`src/rtl/fb_plot.sv`:
```
// Pixel sink: buffers plotted points in a small FIFO and drains them into a
// 1-bit-per-pixel framebuffer write port, sweeping the buffer clear on request.
module fb_plot #(
    parameter int OUT_WIDTH   = 8,
    parameter int FIFO_DEPTH  = 16,
    parameter int HOLD_MARGIN = 4
) (
    input  logic                   clk,
    input  logic                   rst,
    input  logic                   wr,
    input  logic [OUT_WIDTH-1:0]   xout,
    input  logic [OUT_WIDTH-1:0]   yout,
    input  logic                   line_busy,
    input  logic                   frame_start,
    output logic                   hold,
    output logic                   fb_we,
    output logic [2*OUT_WIDTH-1:0] fb_addr,
    output logic                   fb_data,
    output logic                   frame_done,
    output logic                   ovf
);
    localparam int AW = 2 * OUT_WIDTH;
    localparam int PW = $clog2(FIFO_DEPTH);
    localparam int CW = PW + 1;
    localparam logic [AW:0]   CNT_ONE   = 1;
    localparam logic [PW-1:0] PTR_ONE   = 1;
    localparam logic [CW-1:0] OCC_ONE   = 1;
    localparam logic [CW-1:0] OCC_FULL  = CW'(FIFO_DEPTH);
    localparam logic [CW-1:0] OCC_HOLD  = CW'(FIFO_DEPTH - HOLD_MARGIN);

    typedef enum logic {ST_CLEAR = 1'b0, ST_PLOT = 1'b1} state_t;

    state_t          state, state_n;
    logic [AW:0]     cnt, cnt_n;      // MSB set means the sweep has passed the last address
    logic            pending, pending_n;

    logic [AW-1:0]   mem [FIFO_DEPTH];
    logic [PW-1:0]   rd_ptr, wr_ptr;
    logic [CW-1:0]   occ;
    logic            empty, full, pop, push, start_clear;

    logic            we_n, data_n, done_n;
    logic [AW-1:0]   addr_n;

    assign empty       = (occ == '0);
    assign full        = (occ == OCC_FULL);
    assign start_clear = (state == ST_PLOT) && pending && empty && !line_busy;
    assign pop         = (state == ST_PLOT) && !empty;
    assign push        = wr && (!full || pop);
    assign hold        = (state == ST_CLEAR) || pending || (occ >= OCC_HOLD);

    // Pixel FIFO storage needs no reset; occupancy and pointers define validity.
    always_ff @(posedge clk) begin
        if (push) mem[wr_ptr] <= {yout, xout};
    end

    always_ff @(posedge clk) begin
        if (rst) begin
            rd_ptr <= '0;
            wr_ptr <= '0;
            occ    <= '0;
            ovf    <= 1'b0;
        end else begin
            if (push) wr_ptr <= wr_ptr + PTR_ONE;
            if (pop)  rd_ptr <= rd_ptr + PTR_ONE;
            if (push && !pop)      occ <= occ + OCC_ONE;
            else if (!push && pop) occ <= occ - OCC_ONE;
            if (wr && full && !pop) ovf <= 1'b1;
        end
    end

    // State register
    always_ff @(posedge clk) begin
        if (rst) begin
            state   <= ST_CLEAR;
            cnt     <= '0;
            pending <= 1'b0;
        end else begin
            state   <= state_n;
            cnt     <= cnt_n;
            pending <= pending_n;
        end
    end

    // Next-state logic
    always_comb begin
        state_n   = state;
        pending_n = pending;
        case (state)
            ST_CLEAR: begin
                pending_n = 1'b0;
                if (cnt[AW]) state_n = ST_PLOT;
            end
            ST_PLOT: begin
                if (start_clear) begin
                    state_n   = ST_CLEAR;
                    pending_n = 1'b0;
                end else if (frame_start) begin
                    pending_n = 1'b1;
                end
            end
            default: state_n = ST_CLEAR;
        endcase
    end

    // Output logic: next values of the registered write port and sweep counter
    always_comb begin
        we_n   = 1'b0;
        data_n = fb_data;
        addr_n = fb_addr;
        done_n = 1'b0;
        cnt_n  = cnt;
        case (state)
            ST_CLEAR: begin
                if (!cnt[AW]) begin
                    we_n   = 1'b1;
                    data_n = 1'b0;
                    addr_n = cnt[AW-1:0];
                    cnt_n  = cnt + CNT_ONE;
                end else begin
                    done_n = 1'b1;
                    cnt_n  = '0;
                end
            end
            ST_PLOT: begin
                if (pop) begin
                    we_n   = 1'b1;
                    data_n = 1'b1;
                    addr_n = mem[rd_ptr];
                end else if (start_clear) begin
                    // The first clear write issues on the transition edge itself.
                    we_n   = 1'b1;
                    data_n = 1'b0;
                    addr_n = '0;
                    cnt_n  = CNT_ONE;
                end
            end
            default: ;
        endcase
    end

    always_ff @(posedge clk) begin
        if (rst) begin
            fb_we      <= 1'b0;
            fb_addr    <= '0;
            fb_data    <= 1'b0;
            frame_done <= 1'b0;
        end else begin
            fb_we      <= we_n;
            fb_addr    <= addr_n;
            fb_data    <= data_n;
            frame_done <= done_n;
        end
    end
endmodule

```
`config.mk`:
```
export PLATFORM = sky130hd
export DESIGN_NAME = fb_plot
export DESIGN_NICKNAME = d
export VERILOG_FILES = /design/src/rtl/fb_plot.sv
export SDC_FILE = /design/constraint.sdc
export NUM_CORES = 1
export LEC_CHECK = 0
export CAP_MARGIN = 0
export CORE_MARGIN = 8
export CORE_UTILIZATION = 50
export CTS_CLUSTER_DIAMETER = 50
export DETAILED_ROUTE_END_ITERATION = 12
export DONT_BUFFER_PORTS = 1
export PLACE_DENSITY = 0.73
export SLEW_MARGIN = 20
export SYNTH_ARGS = -nofsm -noshare
export SYNTH_HDL_FRONTEND = slang
export SYNTH_SLANG_ARGS = --single-unit
```
`constraint.sdc`:
```
create_clock -name clk -period 3.4 [get_ports clk]
set_input_delay 0.17 -clock clk [delete_from_list [all_inputs] [get_ports clk]]
set_output_delay 0.17 -clock clk [all_outputs]
set_load 0.01 [all_outputs]
```
==> results by group <==
Worst setup path
  – WP data arrival: 3.66 ns
  – Crit-path max FO: 9
  – Setup crit start kind: register
  – Critical path type: reg2reg
  – Reg2reg setup slack: 0.18 ns
  – Nature of the critical path endpoint: register
  – CP required: 3.84 ns

Synth
  – Post-synthesis sequential area ratio: 72.03%
  – Cell with the most instances after synthesis: edfxtp_1
  – Mapped Nets: 734
  – Main synth FF type: edfxtp_1
  – Post-Synthesis Cell Area: roughly 12000 um2
  – Async set or reset register ratio after synthesis: 0%
  – Synth top area share: between 60% and 70%
  – Post-synth EDFFs: 256
  – Synth Register Bits: 312
  – Synth cell types: 42
  – Most frequent cells after synthesis: 256 x edfxtp_1, 61 x mux4_2, 56 x dfxtp_1
  – Synthesized area per cell: 17.45 um2
  – Top post-synthesis cells by area: edfxtp_1 63%, mux4_2 11%, dfxtp_1 9.2%, a22oi_1 2.0%, xor2_1 1.5%
  – Synth area leader: edfxtp_1
  – Synth Instances: 701
  – Synth warnings: 0

Clock network
  – Clk_lat worst skew: 0.55 ns
  – CTS Sinks: 312
  – H-tree lvl count: 1
  – CTS buffer count: 31
  – Longest Clk Path Bufs: 3
  – Root buf cell: clkbuf_16
  – Clock Pin Slew Worst Setup and Hold Paths: 0.06 ns
  – CTS tree: done
  – PostCTS Resize Cnt: 0
  – # hold bufs at CTS: 21
  – Post-CTS setup buffers: 0

Timing
  – Worst Max-Slew Pin Slew: ~0.97 ns
  – Final period util: 94.72%
  – Final setup fails: 0
  – Setup TNS: 0 ns
  – Worst clock skew: 0.01745 ns
  – Unrepaired setup endpoints after global routing: false
  – Tmin final: 3.221 ns
  – Rel. slew slack: a little over a third
  – Fin. max-slew vios: 0
  – Fin. Hold Viols: 0
  – Max frequency: 310.5 MHz

Floorplan
  – Chip width: around 170 um
  – Die Y: roughly 170 um
  – Die area: 29720 um2
  – Core area: around 24000 um2
  – Num rows: 57
  – I/O pins: 42
  – Starting Density: between 50% and 60%

Placement
  – Placed instance count: 1010
  – GPL Wtd Cong: 0.7838
  – Port bufs: 0
  – Dpl hpwl: 16050 um

Route
  – 1st-iter DRT viols: slightly above 700
  – Vias/cell: ~6.0
  – DRC: 0
  – Pre-antenna DRT Iters: 5
  – Post-route ant nets: 0
  – DR vias: ~6600
  – Wire length per cell: about 24 um
  – Routed WL: 25800 um

Cells and area
  – Inserted Diodes: 0
  – # fillers: 1770
  – Area delta synth->final: 13.67%
  – Final Util: 57.50%
  – Fin cells: 1089
  – Final #Nets: 773
  – Share of cells above drive strength 1: 19.48%

Min path
  – Worst min-delay path class: in2reg

GRT
  – Antenna violations before repair: 1
  – Global-route wire length before repair: 39320 um
  – Grt ovf: 0
  – Vias in the first global route: 6691
  – Largest net degree at the start of global routing: 41
  – Total track usage: 17.58%

Power and ir drop
  – P_leak: 4.506 nW
  – Maximum VDD drop: approximately 0.00037 V
  – Pwr Density: between 500 and 600 nW/um2

Outcome
  – Status: finished, final reports clean

Job
  – Max cap viols: 0
cell usage in the layout, fill, tap and decap left out, types with 4 or more instances in the layout:
| cell | Yosys | routed |
|---|---|---|
| inv_1 | 10 | 10 |
| o21ai_0 | 18 | 18 |
| dfxtp_1 | 56 | 54 |
| nor3_2 | 0 | 4 |
| xor2_1 | 21 | 21 |
| edfxtp_1 | 256 | 256 |
| mux4_2 | 61 | 61 |
| nand2_1 | 14 | 14 |
| a21oi_1 | 24 | 24 |
| a22oi_1 | 32 | 32 |
| clkbuf_16 | 0 | 31 |
| a21o_1 | 15 | 15 |
| nor2_1 | 48 | 48 |
| nand3_1 | 5 | 5 |
| and3_1 | 20 | 20 |
| clkbuf_1 | 19 | 6 |
| bufinv_16 | 0 | 4 |
| dlygate4sd3_1 | 0 | 20 |
| and2_1 | 5 | 5 |
| ha_1 | 11 | 11 |
| clkinv_2 | 0 | 5 |
| nor2b_1 | 6 | 6 |
| mux2i_1 | 4 | 4 |
| nor2_2 | 6 | 6 |
| nand2b_1 | 4 | 4 |
| buf_4 | 6 | 22 |
| clkinv_1 | 0 | 8 |
| nand4_1 | 12 | 12 |
power breakdown:
part | internal (mW) | switching, mW
Clock | 1.99 | 1.37
Combinational | 0.163 | 0.263
Sequential | 4.24 | 0.0562
Total | 6.40 | 1.69
final cells by class:
cell class | count | area [um2] | share of cell area, %
clock inverter | 20 | 200.2 | 1.440
timing repair buffer | 45 | 425.4 | 3.060
inverter | 10 | 37.54 | 0.2700
clock buffer | 38 | 812.0 | 5.842
sequential | 312 | 8813 | 63.40
multi-input combinational | 340 | 3207 | 23.07
tap | 324 | 405.4 | 2.916
metal layers:
layer	up-vias	wire, um	part of all wire, %	global-route usage [%]
met4	2	560	2.2	4.910
met5	-	10	0.039	0
li1	2864	-	-	-
met3	42	2030	7.9	3.973
met2	240	12540	49	28.85
met1	3419	10650	41	23.31
sequential cells by signal, summed over array words and instances, names as in the netlist, named ones only:
name / flops
fb_data: 1
fb_addr: 16
mem: 256
state: 1
ovf: 1
pending: 1
fb_we: 1
frame_done: 1
wr_ptr: 4
cnt: 17
rd_ptr: 4
occ: 5
kinds of logic after synthesis:
kind of cell             synth area share [%]
flip-flops                              72.03
AND/OR/NAND/NOR                         5.525
AO/OA/AOI/OAI                           5.852
multiplexers                            11.75
buffers and inverters                   1.913
XOR/XNOR                                1.647
adder cells (fa/ha/maj)                 1.289
critical path: stages (launching register included):
cell and delay (ns):
dfxtp_1 0.36, or4_4 0.59, o31a_2 0.40, ha_1 0.27, inv_1 0.14, ha_1 0.25, nor2b_1 0.13, o21a_1 0.17
or3_1 0.30, a21oi_1 0.16, mux2_2 0.34
path summary, 6_finish.rpt:
| check | cells after the start | endpoint | from |
|---|---|---|---|
| max | 10 | occ[4] | occ[2] |
| min | 5 | fb_data | line_busy |
| max reg2reg | 10 | occ[4] | occ[2] |
| min reg2reg | 1 | pending | pending |
through the flow:
step	total power, mW	cell area, um2	hold WS, ns	worst slack (ns)
2_1_floorplan	4.640	12230	0.2689	0.2319
3_3_place_gp	4.693	12670	0.2446	0.2474
3_5_place_dp	4.729	12670	0.2459	0.1920
4_1_cts	8.130	13900	0.1228	0.1750
5_1_grt	8.313	13900	0.2013	0.04089
6_report	8.081	13900	0.1500	0.1794
Note: power is estimated with default switching activity, not from simulation.
